`src/rtl/reg_file_32x32_if.sv`:
```
// Register-file access bundle: two read ports and one write port.
// Latency: carries no state; timing is set entirely by the attached register file.
// Backpressure: none, every write and read is accepted in the cycle it is presented.
interface reg_file_32x32_if #(
  parameter int DATA_W = 32,
  parameter int ADDR_W = 5
);
  logic [ADDR_W-1:0] rs_addr;
  logic [ADDR_W-1:0] rt_addr;
  logic [ADDR_W-1:0] wr_addr;
  logic [DATA_W-1:0] wr_data;
  logic              wr_en;
  logic [DATA_W-1:0] rs_data;
  logic [DATA_W-1:0] rt_data;

  // Requester side: issues addresses and write data, receives read data.
  modport master (
    output rs_addr, rt_addr, wr_addr, wr_data, wr_en,
    input  rs_data, rt_data
  );

  // Register-file side.
  modport slave (
    input  rs_addr, rt_addr, wr_addr, wr_data, wr_en,
    output rs_data, rt_data
  );
endinterface

```
`src/rtl/reg_file_32x32.sv`:
```
// 2**ADDR_W x DATA_W register file, two combinational read ports, one write port, r0 hardwired to 0.
// Latency: reads 0 cycles with write-through bypass; writes land on the next rising edge.
// Backpressure: none; a write presented with wr_en=1 is always taken unless reset is high.
module reg_file_32x32 #(
  parameter int DATA_W = 32,
  parameter int ADDR_W = 5
) (
  input  logic               clk,
  input  logic               reset,
  reg_file_32x32_if.slave    rf
);
  localparam int NREGS = 2 ** ADDR_W;

  logic [DATA_W-1:0] regs [NREGS];
  logic              wr_fire;

  // A write only counts when enabled, out of reset, and not aimed at r0;
  // the same qualifier gates the bypass so a dropped write is never forwarded.
  assign wr_fire = rf.wr_en && !reset && (rf.wr_addr != '0);

  // Storage: reset clears everything and takes priority over a concurrent write.
  always_ff @(posedge clk) begin
    if (reset) begin
      for (int i = 0; i < NREGS; i++) begin
        regs[i] <= '0;
      end
    end else if (wr_fire) begin
      regs[rf.wr_addr] <= rf.wr_data;
    end
  end

  // Read port A: r0 forced to zero, otherwise forward the in-flight write or read storage.
  always_comb begin
    rf.rs_data = '0;
    if (rf.rs_addr != '0) begin
      if (wr_fire && (rf.wr_addr == rf.rs_addr)) begin
        rf.rs_data = rf.wr_data;
      end else begin
        rf.rs_data = regs[rf.rs_addr];
      end
    end
  end

  // Read port B: identical rule, evaluated independently of port A.
  always_comb begin
    rf.rt_data = '0;
    if (rf.rt_addr != '0) begin
      if (wr_fire && (rf.wr_addr == rf.rt_addr)) begin
        rf.rt_data = rf.wr_data;
      end else begin
        rf.rt_data = regs[rf.rt_addr];
      end
    end
  end
endmodule

```
`src/flat_wrapper.sv`:
```
// flat-port wrapper written by rule: the top's interface ports become plain ports
module reg_file_32x32_flat 
#(
  parameter int DATA_W = 32,
  parameter int ADDR_W = 5
)
  (clk, reset, rf_rs_addr, rf_rt_addr, rf_wr_addr, rf_wr_data, rf_wr_en, rf_rs_data, rf_rt_data);
  reg_file_32x32_if #(.DATA_W(DATA_W), .ADDR_W(ADDR_W)) rf_i ();
  input  logic clk;
  input  logic reset;
  input wire logic [$bits(rf_i.rs_addr)-1:0] rf_rs_addr;
  input wire logic [$bits(rf_i.rt_addr)-1:0] rf_rt_addr;
  input wire logic [$bits(rf_i.wr_addr)-1:0] rf_wr_addr;
  input wire logic [$bits(rf_i.wr_data)-1:0] rf_wr_data;
  input wire logic [$bits(rf_i.wr_en)-1:0] rf_wr_en;
  output wire logic [$bits(rf_i.rs_data)-1:0] rf_rs_data;
  output wire logic [$bits(rf_i.rt_data)-1:0] rf_rt_data;
  assign rf_i.rs_addr = rf_rs_addr;
  assign rf_i.rt_addr = rf_rt_addr;
  assign rf_i.wr_addr = rf_wr_addr;
  assign rf_i.wr_data = rf_wr_data;
  assign rf_i.wr_en = rf_wr_en;
  assign rf_rs_data = rf_i.rs_data;
  assign rf_rt_data = rf_i.rt_data;
  reg_file_32x32 #(.DATA_W(DATA_W), .ADDR_W(ADDR_W)) u_core (.clk(clk), .reset(reset), .rf(rf_i));
endmodule
```
`config.mk`:
```
export PLATFORM = sky130hd
export DESIGN_NAME = reg_file_32x32_flat
export DESIGN_NICKNAME = d
export VERILOG_FILES = /design/src/rtl/reg_file_32x32_if.sv /design/src/rtl/reg_file_32x32.sv /design/src/flat_wrapper.sv
export SDC_FILE = /design/constraint.sdc
export NUM_CORES = 2
export LEC_CHECK = 0
export BUFFER_PORTS_ARGS = -buffer_cell sky130_fd_sc_hd__buf_2
export CORE_MARGIN = 3
export CORE_UTILIZATION = 30
export CTS_BUF_LIST = sky130_fd_sc_hd__clkbuf_16
export DETAILED_ROUTE_END_ITERATION = 8
export PLACE_DENSITY_LB_ADDON = 0.05
export SLEW_MARGIN = 0
export SYNTH_ARGS = -nofsm -noshare
export SYNTH_HDL_FRONTEND = slang
export SYNTH_SLANG_ARGS = --single-unit
```
`constraint.sdc`:
```
create_clock -name clk -period 4.2 [get_ports clk]
set_clock_uncertainty 0.1 [all_clocks]
set_input_delay 1.05 -clock clk [delete_from_list [all_inputs] [get_ports clk]]
set_output_delay 1.05 -clock clk [all_outputs]
set_load 0.1 [all_outputs]
```
After elaboration in Yosys (flattened, before gate mapping) --
Memories as Yosys holds them, arrays and structs flattened. Cells that the tools add are included. Widths: inputs -> output; s select.
Storage, ports and cells: flip-flop bits (word level) 0, bits in latches 0, RAM bits 1024, ROM bits 0, input bits 50, output and inout port bits 64, memories 1
Memory list:
- u_core.regs | depth 32, bits a word 32, rd ports 2, clocked after Yosys merged registers in 0, wr ports 32, RTL line reg_file_32x32.sv:14 | logic [DATA_W-1:0] regs [NREGS];
Operators by class: add/sub/neg operators 0, multiply operators 0, div/mod/pow operators 0, magnitude comparators 0, equal/unequal tests 2, shifts and indexed selects 0, multiplexer cells 12, bitwise gates (word level) 0, reductions and logical operators 9
Operator list (count):
- $mux 32 | 5
- $reduce_or 32->1 | 1
- $reduce_bool 5->1 | 3
- $eq 5x5->1 | 2
- $mux 1 | 6
- $mux 5 | 1
- $logic_and 1x1->1 | 4
- $logic_not 1->1 | 1

Logic depth before layout (Yosys ltp) --
word-level depth 8, depth in mapped cells 11

Worst setup path before layout --
OpenSTA, ideal clock, no wires.
path kind input to output, start input port rf_wr_addr[2], end output port rf_rs_data[27], arrival 4727 ps, setup slack -1677 ps, stages on the path 8, path through buf_2 -> or3_1 -> buf_2 -> o311a_1 -> and2_1 -> buf_6 -> clkbuf_1 -> o31ai_1
Between the ends: cells in the longest elaborated chain, start to end 5
Ends and longest elaborated chain:
- start, declared | RTL line flat_wrapper.sv:13 | input wire logic [$bits(rf_i.wr_addr)-1:0] rf_wr_addr;
- $reduce_bool 5->1 | RTL line reg_file_32x32.sv:19 | assign wr_fire = rf.wr_en && !reset && (rf.wr_addr != '0);
- $logic_and 1x1->1 | RTL line reg_file_32x32.sv:19
- $logic_and 1x1->1 * | RTL line reg_file_32x32.sv:36 | if (wr_fire && (rf.wr_addr == rf.rs_addr)) begin
- $mux 32 * | RTL line reg_file_32x32.sv:36
- $mux 32 * | RTL line reg_file_32x32.sv:35 | if (rf.rs_addr != '0) begin
- end, declared | RTL line flat_wrapper.sv:16 | output wire logic [$bits(rf_i.rs_data)-1:0] rf_rs_data;
Mark *: on every way between the ends. The rest lies on a longest branch, timed or not.

Final worst setup path --
start input port rf_wr_addr[4], end output port rf_rs_data[26]
Same word-level chain as after synthesis.

==> impl_metrics.json <==
{
  "cts_num_sinks": 1024,
  "hpwl_mm": 168,
  "syn-mean-instance-area_um2": 13.5,
  "async_set_reset_flop_share_out_of_synthesis_pct": 0,
  "clock_tree_from_tritoncts": "done",
  "ys_dominant_reg_cell": "edfxtp_1",
  "hold_path_end": "u_core.regs[10][0]",
  "global_route_wire_length_before_repair_mm": 366,
  "clock.fmax_ghz": 0.228,
  "area.growth.synth_to_final_pct": 38.4,
  "ys_seq_area_share_pct": 55.1,
  "worstPathRequired_ns": 3.05,
  "drtIter0Drc": 5125,
  "die_h_um": 437,
  "final_common_cell": "edfxtp_1",
  "power_density_nw_per_um2": 385,
  "power_leakage_uw": 0.0285,
  "post-route-drc-count": 0,
  "largest_register": "u_core.regs",
  "syn-instance-count": 4142,
  "placement.cell_area_um2": 65400,
  "grt_antenna_before_repair": 42,
  "cts.path.max_buffers": 3,
  "fin_setup_tns_ns": -3.80,
  "final_min_period_over_clock_period_pct": 104,
  "cp-end-kind": "output port",
  "grt_max_degree": 39,
  "timing.critical_path.from_type": "input port",
  "synth_area_um2": 55800,
  "dr_vias": 40900,
  "worst_hold_path.num_cells": 2,
  "ys_warn_count": 0,
  "worst_ep_arrival_time_ns": 3.24,
  "worst_path_largest_cell_delay_ns": 0.42,
  "synth_enable_flop_cells": 1024,
  "antenna_left": 0,
  "drive_gt1_share_pct": 40.7,
  "cts.reportedPaths.clkPinSlew_ns": 0.06,
  "netlist-cell-type-count": 56,
  "globalRoute.totalOverflow": 0,
  "clock-root-buffer": "clkbuf_16",
  "largestRegisters": "u_core.regs (1024)",
  "max-vdd-ir-drop_uv": 237,
  "gpl.final_weighted_congestion": 0.862,
  "layout.cells.most_common_list": "edfxtp_1 (1024), and2_1 (992), mux2i_1 (425), buf_4 (420), buf_12 (257)",
  "maxSlewHeadroom_pct": 28.8,
  "io_pins": 114,
  "flip_flop_count_of_the_largest_register_after_layout": 1024,
  "finish.net_count": 4825,
  "path_max_fanout": 6,
  "dieArea_um2": 191000,
  "holdBufCountCts": 0,
  "setup-violations-final": 54,
  "crit_top_cell": "buf_6",
  "crit_slowest_cell": "or3_4",
  "die-width_um": 437,
  "core-area_um2": 184000,
  "pre_cts_ws_ns": -0.779,
  "worst_slack_ns": -0.187,
  "cts_buffer_count": 132,
  "cap_viol_max_count": 0,
  "row_count": 157,
  "hold_viol_final": 0,
  "layout.cell_area.non_filler_um2": 77300,
  "quantity_of_i_o_buffers_inserted_on_ports": 113,
  "critical_path.cell_chain": "buf_6 > or3_4 > o311a_4 > nand2_4 > buf_6 > nand2_8 > buf_12 > a211oi_4 > buf_6 > a221o_2 > buf_12",
  "tightestPinTransition_ns": 1.07,
  "initial_core_util_pct": 30.3,
  "shortest_period_the_worst_path_allows_ns": 4.39,
  "status": "finished, violations left",
  "global_route.usage.total_pct": 28.0,
  "number_of_global_route_vias_before_repair": 41100,
  "rsz0062_at_grt": "true",
  "h_tree_levels": 4,
  "detail_route.wl_per_cell_um": 37.3,
  "critPathKind": "input port to output port",
  "hold_class": "input port to flop",
  "postSynthRegisterBits": 1024,
  "final-max-slew-violation-count": 0,
  "min_from": "rf_wr_data[0]",
  "dr.pass1.iters": 5,
  "failed_checks": "setup timing",
  "routed_wl_mm": 274,
  "fin_hold_ws_ns": 0.640,
  "post_drt_via_cell_ratio": 5.56
}
[metal layers]
| metal | share of wire, % | wire (um) | vias up | GRT usage [%] |
|---|---|---|---|---|
| met5 | 0 | 0 | - | 0 |
| met4 | 4.0 | 11000 | 0 | 10.6 |
| met3 | 7.0 | 19200 | 369 | 4.25 |
| met2 | 46 | 125000 | 1770 | 43.6 |
| met1 | 43 | 119000 | 21800 | 39.4 |
| li1 | - | - | 17000 | - |
[cell families (layout without fill, tap and decap cells)]
| group | Yosys count | count (layout) | synth area share [%] |
|---|---|---|---|
| xor+xnor | 10 | 10 | 0.157 |
| simple gates | 1343 | 1344 | 14.4 |
| mux | 843 | 843 | 21.1 |
| compound gates | 490 | 490 | 5.94 |
| other cells | 1 | 46 | 0.00672 |
| buf+inv | 431 | 1136 | 3.32 |
| flops | 1024 | 1024 | 55.1 |
[worst max-delay path by stage]
stage	slack, ns	to	startpoint
finish	-0.19	rf_rs_data[26]	rf_wr_addr[4]
global route	-0.17	rf_rs_data[6]	rf_rs_addr[0]
CTS	-0.20	rf_rs_data[0]	rf_wr_addr[3]
detailed placement	-0.78	rf_rs_data[26]	rf_wr_addr[3]
global placement	-0.80	rf_rs_data[26]	rf_wr_addr[3]
floorplan	-0.24	rf_rs_data[27]	rf_wr_addr[2]
[synth_stat cells (31+ instances only)]
cell	n	area share, %
a21o_1	31	0.42
a21oi_1	49	0.44
a221oi_1	36	0.56
a22oi_1	36	0.48
and2_1	993	11
buf_2	66	0.59
clkbuf_1	312	2.1
edfxtp_1	1024	55
mux2_2	131	2.6
mux2i_1	458	8.2
mux4_2	254	10
nor2_1	99	0.67
nor3_1	52	0.47
o21ai_0	73	0.65
o22ai_1	172	1.9
or2_2	33	0.37
or3_1	66	0.74
[report_power, final]
group / internal (uW) / total [uW] / switching [uW]
logic: 2680 / 6240 / 3560
registers: 11800 / 12100 / 313
clock network: 6630 / 11300 / 4720
total: 21100 / 29700 / 8590
[worst max-delay path, delay by kind of cell]
| kind | cells | cell delay [ns] |
|---|---|---|
| and+or+nand+nor | 3 | 0.58 |
| buffers and inverters | 5 | 0.75 |
| AOI/OAI and AO/OA | 3 | 0.80 |
[repair_timing]
action                                  in CTS  in global routing
buffers inserted                           115                105
endpoints found under the setup margin      64                 64
resized for setup                          633                321
pin swaps                                  131                172
cloned                                      38                 11
[final cells by class]
| cell class | count | area, um2 |
|---|---|---|
| fill | 16800 | 107000 |
| sequential | 1024 | 30700 |
| multi-input combinational | 2719 | 27400 |
| timing repair buffer | 895 | 11800 |
| clock buffer | 141 | 3530 |
| tap | 2464 | 3080 |
| clock inverter | 97 | 683 |
| antenna | 14 | 35.0 |
| inverter | 3 | 11.3 |
[through the flow]
step	instances	util [%]	power [uW]
floorplan	4173	-	14900
global placement	6888	35.5	17400
detailed placement	6888	35.5	17400
CTS	7257	40.7	29600
global route	7345	42.0	30500
finish	7357	42.0	29700
(Power assumes the default switching activity.)
